[config.mk]
export PLATFORM = sky130hd
export DESIGN_NAME = spi_master_ctrl
export DESIGN_NICKNAME = d
export VERILOG_FILES = /design/src/rtl/spi_master_ctrl.sv
export SDC_FILE = /design/constraint.sdc
export NUM_CORES = 1
export LEC_CHECK = 0
export CELL_PAD_IN_SITES_DETAIL_PLACEMENT = 1
export CELL_PAD_IN_SITES_GLOBAL_PLACEMENT = 1
export CORE_MARGIN = 1
export CORE_UTILIZATION = 42
export CTS_CLUSTER_SIZE = 40
export DETAILED_ROUTE_END_ITERATION = 12
export PLACE_DENSITY = 0.77
export SLEW_MARGIN = 25
export SYNTH_ARGS = -nofsm -noshare
export SYNTH_HDL_FRONTEND = slang
export SYNTH_SLANG_ARGS = --single-unit
[constraint.sdc]
create_clock -name CLK -period 2.1 [get_ports CLK]
set_input_delay 0.42 -clock CLK [delete_from_list [all_inputs] [get_ports CLK]]
set_output_delay 0.42 -clock CLK [all_outputs]
set_load 0.05 [all_outputs]
[src/rtl/spi_master_ctrl.sv]
// -----------------------------------------------------------------------------
// spi_master_ctrl
//
// Single-byte SPI master, mode 0 (SCLK idles low, both ends sample on the
// rising SCLK edge, data changes on the falling edge), LSB first.
//
// Parameters
//   CLK_DIV   CLK cycles per SCLK half-period (1..255)
//
// Ports
//   CLK       system clock, rising-edge active
//   CLR       synchronous active-high reset, wins over everything
//   TX_DATA   byte to send, captured only on an accepted handshake
//   TX_VALID  upstream has a byte for us
//   TX_READY  block can accept a byte (decoded: state == IDLE)
//   RX_DATA   last fully received byte, updated on DONE
//   RX_VALID  one-cycle pulse when RX_DATA has just been updated
//   BUSY      decoded: state != IDLE
//   SCLK      serial clock
//   CS_N      active-low slave select
//   MOSI      serial data out
//   MISO      serial data in
//
// Handshake: a byte is transferred on a rising CLK edge where TX_VALID=1,
// TX_READY=1 and CLR=0. TX_VALID while not ready is simply ignored; nothing
// is queued, so upstream must hold TX_VALID until it sees the accept.
//
// Timing from the accept edge (edge 0), D = CLK_DIV:
//   edge k*D, k = 1..16 : SCLK toggle k (odd k rising, even k falling)
//   edge 16*D           : 8th falling toggle, state -> DONE, RX_VALID=1
//   edge 16*D+1         : state -> IDLE, TX_READY=1
// -----------------------------------------------------------------------------
module spi_master_ctrl #(
  parameter int unsigned CLK_DIV = 2
) (
  input  logic       CLK,
  input  logic       CLR,
  input  logic [7:0] TX_DATA,
  input  logic       TX_VALID,
  output logic       TX_READY,
  output logic [7:0] RX_DATA,
  output logic       RX_VALID,
  output logic       BUSY,
  output logic       SCLK,
  output logic       CS_N,
  output logic       MOSI,
  input  logic       MISO
);

  typedef enum logic [1:0] {
    IDLE  = 2'd0,
    SETUP = 2'd1,
    SHIFT = 2'd2,
    DONE  = 2'd3
  } state_t;

  localparam logic [7:0] DIV_LAST = 8'(CLK_DIV - 1);

  state_t     state;
  logic [7:0] div_cnt;   // 0..CLK_DIV-1, cleared on every SCLK toggle
  logic [7:0] tx_shift;  // bit 0 is always the bit currently on MOSI
  logic [7:0] rx_shift;  // fills from the MSB, so the first bit ends in [0]
  logic [2:0] fall_cnt;  // falling SCLK toggles seen in this byte
  logic       tick;

  assign tick     = (div_cnt == DIV_LAST);
  assign TX_READY = (state == IDLE);
  assign BUSY     = (state != IDLE);

  always_ff @(posedge CLK) begin
    if (CLR) begin
      state    <= IDLE;
      div_cnt  <= 8'd0;
      tx_shift <= 8'd0;
      rx_shift <= 8'd0;
      fall_cnt <= 3'd0;
      RX_DATA  <= 8'd0;
      RX_VALID <= 1'b0;
      SCLK     <= 1'b0;
      CS_N     <= 1'b1;
      MOSI     <= 1'b0;
    end else begin
      RX_VALID <= 1'b0;
      case (state)
        IDLE: begin
          SCLK <= 1'b0;
          CS_N <= 1'b1;
          MOSI <= 1'b0;
          if (TX_VALID) begin
            tx_shift <= TX_DATA;
            rx_shift <= 8'd0;
            div_cnt  <= 8'd0;
            fall_cnt <= 3'd0;
            CS_N     <= 1'b0;
            MOSI     <= TX_DATA[0];
            state    <= SETUP;
          end
        end

        SETUP: begin
          if (tick) begin
            // First rising SCLK edge: the slave's bit 0 is sampled here.
            div_cnt  <= 8'd0;
            SCLK     <= 1'b1;
            rx_shift <= {MISO, rx_shift[7:1]};
            state    <= SHIFT;
          end else begin
            div_cnt <= div_cnt + 8'd1;
          end
        end

        SHIFT: begin
          if (tick) begin
            div_cnt <= 8'd0;
            if (!SCLK) begin
              SCLK     <= 1'b1;
              rx_shift <= {MISO, rx_shift[7:1]};
            end else begin
              SCLK <= 1'b0;
              if (fall_cnt == 3'd7) begin
                // All eight bits are in; the last sample happened on the
                // preceding rising toggle, so rx_shift is complete.
                CS_N     <= 1'b1;
                MOSI     <= 1'b0;
                RX_DATA  <= rx_shift;
                RX_VALID <= 1'b1;
                fall_cnt <= 3'd0;
                tx_shift <= 8'd0;
                state    <= DONE;
              end else begin
                tx_shift <= {1'b0, tx_shift[7:1]};
                MOSI     <= tx_shift[1];
                fall_cnt <= fall_cnt + 3'd1;
              end
            end
          end else begin
            div_cnt <= div_cnt + 8'd1;
          end
        end

        DONE: begin
          state <= IDLE;
        end

        default: begin
          state <= IDLE;
        end
      endcase
    end
  end

endmodule

Word-level counts from Yosys, hierarchy flattened
Index checks and enable logic that the tools add are counted.
W data, S select, Z words.

storage, ports and cells
  flip-flop bits (word level) = 41
  input port bits = 12
  output and inout bits = 14
  logic and storage cells = 79

cells by class
  add/subtract/negate cells = 2
  equal/unequal tests = 11
  mux-type cells = 38
  bitwise gates (word level) = 3
  reductions and logical operators = 15

operators with widths
  operator               number
  $mux W8                8
  $pmux W8 S2            2
  $pmux W8 S3            1
  $mux W1                12
  $mux W3                4
  $ne A2 B2 Y1 const B   6
  $reduce_and A4 Y1      3
  $mux W2                5
  $reduce_and A5 Y1      2
  $add A8 B1 Y8 const B  1
  $eq A8 B1 Y1 const B   1
  $pmux W2 S4            1
  $mux W7                1
  $pmux W3 S2            1
  $reduce_and A3 Y1      2
  $reduce_bool A2 Y1     3
  $eq A2 B2 Y1 const B   2
  $pmux W1 S2            2
  $reduce_or A4 Y1       1
  $add A3 B1 Y3 const B  1
  $eq A3 B3 Y1 const B   1
  $not A1 Y1             3
  $pmux W1 S3            1
  $reduce_bool A3 Y1     1
  other kinds (4)        4

Logic depth before layout (Yosys ltp)
Gate-level depths: netlist of the first run.

  depth in word-level cells = 5
  mapped depth = 8
  depth with buffers taken out = 6

Worst setup path before layout of the first run
OpenSTA, ideal clock, no wires.

  kind = reg2reg
  start = register state[0]
  end = register state[0]
  library setup time = 119 ps
  data arrival time = 2084 ps
  data required time = 1981 ps
  slack = -103 ps
  stages on the path, launching flop included = 7
  path buffers = 0
  clock period less this slack = 2203 ps
  cells stage by stage = dfxtp_1 > inv_1 > ha_1 > inv_1 > nor2_1 > o32ai_2 > o221a_2

on the way
  word-level cells in the longest chain between the ends = 3
  elaborated cells between the ends (all ways) = 11
  those cells by class = eq/ne: 8; mux: 1; reduce/logical: 2

RTL lines
  element                      RTL line  text
  start, declared              59        state_t state;
  start signal, assigned       72        state <= IDLE;
  start signal, assigned       96        state <= SETUP;
  start signal, assigned       106       state <= SHIFT;
  $logic_not A2 Y1 (*)         n/a
  net TX_READY                 40        output logic TX_READY,
  $ne A2 B2 Y1 (no line)       n/a
  $reduce_and A5 Y1 (no line)  n/a

The timed path passes the listed nets; every way through them passes the cells marked *.
A chain may end at the register's enable or synchronous reset.

Worst setup path after layout of the first run
  start = register SCLK
  end = output port SCLK

RTL lines
  element                 RTL line  text
  start, declared         44        output logic SCLK,
  start signal, assigned  79        SCLK <= 1'b0;
  start signal, assigned  86        SCLK <= 1'b0;
  start signal, assigned  104       SCLK <= 1'b1;

No word-level cell between the ends.

==> impl_results.md, run 1 <==
- Top cell type's share of synthesized area: 0.387
- Synth async-reset ratio: 0
- Post-synthesis sequential area ratio: 0.387
- DRC Markers: 0
- Antenna cell count: 0
- Routed Antenna Nets: 0
- Syn nets: between 200 and 250
- Sequential power share: 0.316
- PortBufs: 25
- Leading post-synthesis cells by cell area: dfxtp_1, mux2i_1, ha_1
- Post-Synth Adder-Cell Area: 0.0484
- Final #Nets: about 270
- CTS buffer count: 5
- Final wirelength: 4690 um
- Core box area: ~0.0047 sq mm
- Crit-path max cell delay: about 0.85 ns
- Synth Area in XOR/XNOR: 0.0212
- Critical Path AT: roughly 1.6 ns
- Hold_buf cts: 0
- Run status: completed
- Achievable frequency: roughly 0.5 GHz
- Setup CP Type: reg -> out
- Crit path launch type: flip-flop
- Met2 usage: 0.289
- Ys flop type: dfxtp_1
- Clock Sinks: 40
- Met3 Use GR: 0.0431
- First-pass GRT wire length: between 7000 and 8000 um
- Worst ir drop on vdd: between 0.0004 and 0.0005 V
- Worst EP required: around 1.7 ns
- Area delta synth->final: 20.8%
- Initial DRC count: 72
- Fin. max-slew vios: 0
- Syn_area_per_cell: between 9 and 10 sq um
- H-tree Lvls: 2
- Drt first pass iters: 4
- Post-Synth Simple-Gate Area: 0.194
- Largest family of logic cells by synthesized area: compound AO/OA/AOI/OAI gates
- Initial antenna violation count: 0
- Row cnt: 25
- CTS root buf: clkbuf_8
- Dpl hpwl: between 3000 and 4000 um
- Die footprint: about 0.0052 sq mm
- Placed cell areas: roughly 0.0024 sq mm
- Initial Utilization: 0.438
- Slowest CP cell: clkdlybuf4s50_1
- Average wire per standard cell: 14.7 um
- Synthesized instance count: 221
- Commonest cells post-synth: dfxtp_1, nor2_1, nand2_1, a21oi_1, nand3_1
- Combinational Power Share: 0.505
- Register area: around 800 sq um
- Internal: 1.70 mW
- CTS tree: yes
- Synth Warn #: 0
- Met1 usage: 0.269
- Rel. slew slack: 0.596
- Final-report hold violation count: 0
- Switch Pwr: 1.26 mW
- Final Cycle Share: 0.956
- Total grt overflow: 0
- Worst-path fanout max: 6
- Switching part of the total power: 0.427
- Layout cell share with drive strength beyond 1: 0.163
- Synth area leader: dfxtp_1
- Filler Cell Count: ~560
- Final Skew: ~0.015 ns
- Overall via count from detail_route: about 1.8k
- Post-layout minimum cycle time: 2.01 ns
- CP delay by family, top: buffers and inverters
- Clock share of power: 0.179
- Die extent in x: slightly above 70 um
- Post-route cell area: 0.00250 sq mm
- Worst min-delay path class: reg -> reg
- Largest net degree at the start of global routing: 26
- Critical Path End Type: primary output
- Vias per cell: around 5.5
- Gr busiest metal: met2
- Vias in the first global route: 1622
- Maxcap violations: 0
- Number of flops mapped to enable cells by yosys: 0
- Count leader, synth: dfxtp_1
- Unrepaired setup endpoints after global routing: false
- Setup TNS: 0 ns
- Worst path bufs/invs: 1
- Post-synthesis mux area share: 0.0587
- Synthesized area: 0.00207 sq mm
- Clk_lat worst skew: between 0.2 and 0.3 ns
- I/O Pins: 26
- Overall power: roughly 3 mW
- Seq cells post-synth: 40
- Synth Area in Compound Gates: 0.229
- Worst-Margin Slew: between 0.6 and 0.7 ns
- Die Y-Extent: 72.2 um
- Pwr Density: between 1000 and 1500 mW/mm^2
- Synth cell types: 50
- Placer Congestion: 0.759
- GR Util All Layers: 0.191
- Critical-path cell list: clkdlybuf4s50_1
- CTS max path bufs: 2
- Clock Pin Slew Worst Setup and Hold Paths: ~0.080 ns
- Leakage power: 0.963 nW
- Setup violators final: 0
- Multi-input combinational cell area: approximately 0.0011 sq mm
logic make-up after synthesis:
logic type,count (synthesis)
adder cells (fa/ha/maj),8
multiplexers,12
buffers and inverters,22
flip-flops,40
AO/OA/AOI/OAI,57
AND/OR/NAND/NOR,77
XOR/XNOR,5
power by group through the flow:
stage	clock network, mW	registers, mW	logic [mW]
after floorplan	0	0.989	1.12
after global placement	0	0.948	1.44
after detailed placement	0	0.951	1.46
after CTS	0.549	0.936	1.47
after global routing	0.581	0.948	1.63
final	0.532	0.936	1.50
per-layer routing:
metal  vias up  share of wire
li1        879              -
met1       851           0.50
met2        25           0.46
met3         5          0.030
met4         0          0.013
met5         -              0
tightest hold or removal path, stage by stage, from the launching register on:
cell and delay (ns):
dfxtp_1 0.32, nand3_1 0.07, o41ai_1 0.06
final cells by class:
| type | instances | area share |
|---|---|---|
| inverters | 8 | 0.0120 |
| multi-input cells | 159 | 0.457 |
| clock inverters | 1 | 0.00300 |
| flip-flops and latches | 40 | 0.320 |
| well taps | 67 | 0.0336 |
| repair buffers | 37 | 0.139 |
| clock buffers | 7 | 0.0346 |
repair_timing:
action / in CTS / in global routing
setup endpoints to repair: 0 / 12
resized for setup: 0 / 4
buffers inserted: 0 / 2
state kept, by name, summed over array words and instances, names as in the netlist, 2 cells and up:
register and flops:
RX_DATA 8, div_cnt 8, fall_cnt 3, rx_shift 8
state 2, tx_shift 7
through the flow:
stage	util	hold WS [ns]	instances	setup slack (ns)
floorplan	-	0.453	221	0.185
global placement	0.506	0.471	309	0.0706
detailed placement	0.506	0.472	309	0.0131
CTS	0.526	0.482	317	0.0917
global route	0.529	0.510	319	0.00601
finish	0.529	0.481	319	0.0926
placed cells by master (no fill, tap or decap), types with 3 or more instances in the layout:
cell type,netlist,layout
dfxtp_1,40,40
nor2_1,23,23
clkdlybuf4s50_1,0,23
nand2_1,21,21
a21oi_1,15,15
buf_4,0,13
nand3_1,12,12
mux2i_1,11,11
inv_1,8,8
o41ai_1,8,8
ha_1,8,7
clkbuf_8,2,6
a311oi_1,4,4
o311ai_0,7,4
a22o_1,3,3
xor2_1,3,3
o21ai_0,4,3
o311ai_1,0,3
worst paths after layout:
check                     end   startpoint  cells after the start  slack (ns)
setup reg to reg  fall_cnt[0]     state[0]                      6        0.16
setup / recovery         SCLK         SCLK                      1        0.09
hold / removal    rx_shift[2]  rx_shift[3]                      2        0.48
hold reg to reg   rx_shift[2]  rx_shift[3]                      2        0.48
Power figures use the tool's default switching activity.
==> inputs of run 2 (changes only) <==
--- a/config.mk
+++ b/config.mk
@@ -11,7 +11,8 @@
 export CORE_UTILIZATION = 42
 export CTS_CLUSTER_SIZE = 40
 export DETAILED_ROUTE_END_ITERATION = 12
-export PLACE_DENSITY = 0.77
+export HOLD_SLACK_MARGIN = 0.05
+export PLACE_DENSITY = 0.78
 export SLEW_MARGIN = 25
 export SYNTH_ARGS = -nofsm -noshare
 export SYNTH_HDL_FRONTEND = slang
==> run 2 against run 1 <==
Design area up 1.2%. Sequential cell count unchanged. Maximum frequency down 0.10%. Worst hold slack better by 0.013 ns. Worst setup slack worse by 0.0020 ns. Non-clock buffer count unchanged.
==> impl_results.md, run 2 (synthesized netlist as in run 1, its figures left out) <==
- Run status: completed
- Initial DRC count: 60 (-17%)
- H-tree Lvls: 2 (unchanged)
- Drt first pass iters: 4 (unchanged)
- Antenna cell count: 0 (unchanged)
- Setup TNS: 0 ns (unchanged)
- Rel. slew slack: 0.600 (+0.00313)
- Placed cell areas: 0.00242 sq mm (+1.2%)
- First-pass GRT wire length: 7980 um (+3.0%)
- Critical-path cell list: clkdlybuf4s50_1
- Clock Sinks: 40 (unchanged)
- Row cnt: 25 (unchanged)
- Final wirelength: 4870 um (+3.8%)
- Reg-to-reg startpoint: div_cnt[0]
- Clk_lat worst skew: 0.29 ns (about the same)
- PortBufs: 25 (unchanged)
- GR Util All Layers: 0.196 (+0.00488)
- DRC Markers: 0 (unchanged)
- Final #Nets: 271 (unchanged)
- Reg2Reg Setup Slack: 0.17 ns (about the same)
- Area delta synth->final: 22.2%
- Final Util: 0.535 (+0.00609)
- Die footprint: 0.00521 sq mm (unchanged)
- Critical Path End Type: primary output
- Hold endpoint: fall_cnt[1]
- Most common cell after layout, fill and taps aside: dfxtp_1
- Hold Slack: 0.493 ns (+0.0126 ns)
- Worst Hold Path Cells: 1 (-1)
- Filler Cell Count: 556 (unchanged)
- Clock Pin Slew Worst Setup and Hold Paths: 0.07 ns (about the same)
- Worst-Margin Slew: 0.597 ns (-0.00466 ns)
- Post-CTS setup buffers: 0 (unchanged)
- Worst ir drop on vdd: 0.000448 V (-8.5%)
- Achievable frequency: 0.498 GHz (-0.10%)
- Final Cycle Share: 0.957 (+0.000963)
- CTS max path bufs: 2 (unchanged)
- I/O Pins: 26 (unchanged)
- Final Skew: 0.00559 ns (-0.00924 ns)
- Vias in the first global route: 1670 (+3.0%)
- Slowest CP cell: clkdlybuf4s50_1
- Placer Congestion: 0.772 (+1.8%)
- CTS tree: yes
- Post-layout minimum cycle time: 2.01 ns (+0.00202 ns)
- Dpl hpwl: 3490 um (+6.0%)
- Vias per cell: 5.57 (+0.97%)
- CTS buffer count: 5 (unchanged)
- CP delay by family, top: buffers and inverters
- Unrepaired setup endpoints after global routing: false
- Layout cell share with drive strength beyond 1: 0.167 (+0.00397)
- Crit-path max cell delay: 0.85 ns (about the same)
- Worst min-delay path class: reg -> reg
- HP Start: fall_cnt[1]
- Initial Utilization: 0.438 (unchanged)
- Critical Path AT: 1.59 ns (about the same)
- Largest net degree at the start of global routing: 21 (-19%)
- Core box area: 0.00472 sq mm (unchanged)
- Post-route cell area: 0.00253 sq mm (+1.2%)
- R2r endpoint: rx_shift[5]
- Fin. max-slew vios: 0 (unchanged)
- Die Y-Extent: 72.2 um (unchanged)
- Worst path bufs/invs: 1 (unchanged)
- Worst r2r path cells: 5 (-1)
- Initial antenna violation count: 0 (unchanged)
- Worst EP required: 1.68 ns (about the same)
- Setup violators final: 0 (unchanged)
- Final-report hold violation count: 0 (unchanged)
- Cells after DPL: 311 (+0.65%)
- Biggest regs: RX_DATA: 8 flops, div_cnt: 8 flops, rx_shift: 8 flops
- CTS root buf: clkbuf_8
- Leakage power: 0.974 nW (+1.2%)
- Routed Antenna Nets: 0 (unchanged)
- Average wire per standard cell: 15.3 um (+3.8%)
- Total grt overflow: 0 (unchanged)
- Worst-path fanout max: 6 (unchanged)
- Die extent in x: 72.2 um (unchanged)
- Commonest cells after routing, fill and taps aside: dfxtp_1, nor2_1, clkdlybuf4s50_1
- Crit path launch type: flip-flop
- Hold_buf cts: 0 (unchanged)
- Pwr Density: 1200 mW/mm^2 (+1.5%)
- Setup CP Type: reg -> out
- Finished Layout Cells: 319 (unchanged)
- Overall via count from detail_route: 1777 (+0.97%)
- Maxcap violations: 0 (unchanged)
## run 2: power breakdown
part / leakage [nW] / switching, mW / internal, mW / total, mW
clock network: 0.0552 / 0.269 / 0.353 / 0.622
logic: 0.594 / 0.913 / 0.573 / 1.49
registers: 0.325 / 0.0754 / 0.857 / 0.933
## run 2: what timing repair did
item	in CTS	in global routing
resized for setup	0	2
endpoints found under the hold margin	0	0
endpoints found under the setup margin	0	5
## run 2: cell type report
cell class,instances,area [sq um],share of cell area
clock buffer,6,72.6,0.0287
clock inverter,2,35.0,0.0139
inverter,8,30.0,0.0119
multi-input combinational,159,1140,0.453
sequential,40,801,0.317
tap,67,83.8,0.0332
timing repair buffer,37,360,0.143
## run 2: worst max-delay path by stage
stage / startpoint / end / cells after the start
global placement: TX_VALID / div_cnt[7] / 5
finish: SCLK / SCLK / 1
floorplan: state[0] / state[0] / 6
global route: div_cnt[0] / rx_shift[3] / 5
CTS: SCLK / SCLK / 1
detailed placement: TX_VALID / div_cnt[5] / 5
## run 2: metrics by stage
step | power [mW] | setup WS, ns
2_1_floorplan | 2.11 | 0.185
3_3_place_gp | 2.40 | 0.0459
3_5_place_dp | 2.44 | 0.00126
4_1_cts | 3.07 | 0.0790
5_1_grt | 3.23 | 0.0103
6_report | 3.04 | 0.0906
## run 2: routing by layer
| layer | global-route usage | share of wire | wire [um] |
|---|---|---|---|
| met4 | 0.0523 | 0.0090 | 44 |
| met3 | 0.0389 | 0.030 | 144 |
| met1 | 0.258 | 0.47 | 2290 |
| met2 | 0.328 | 0.49 | 2400 |
| met5 | 0 | 0 | 0 |
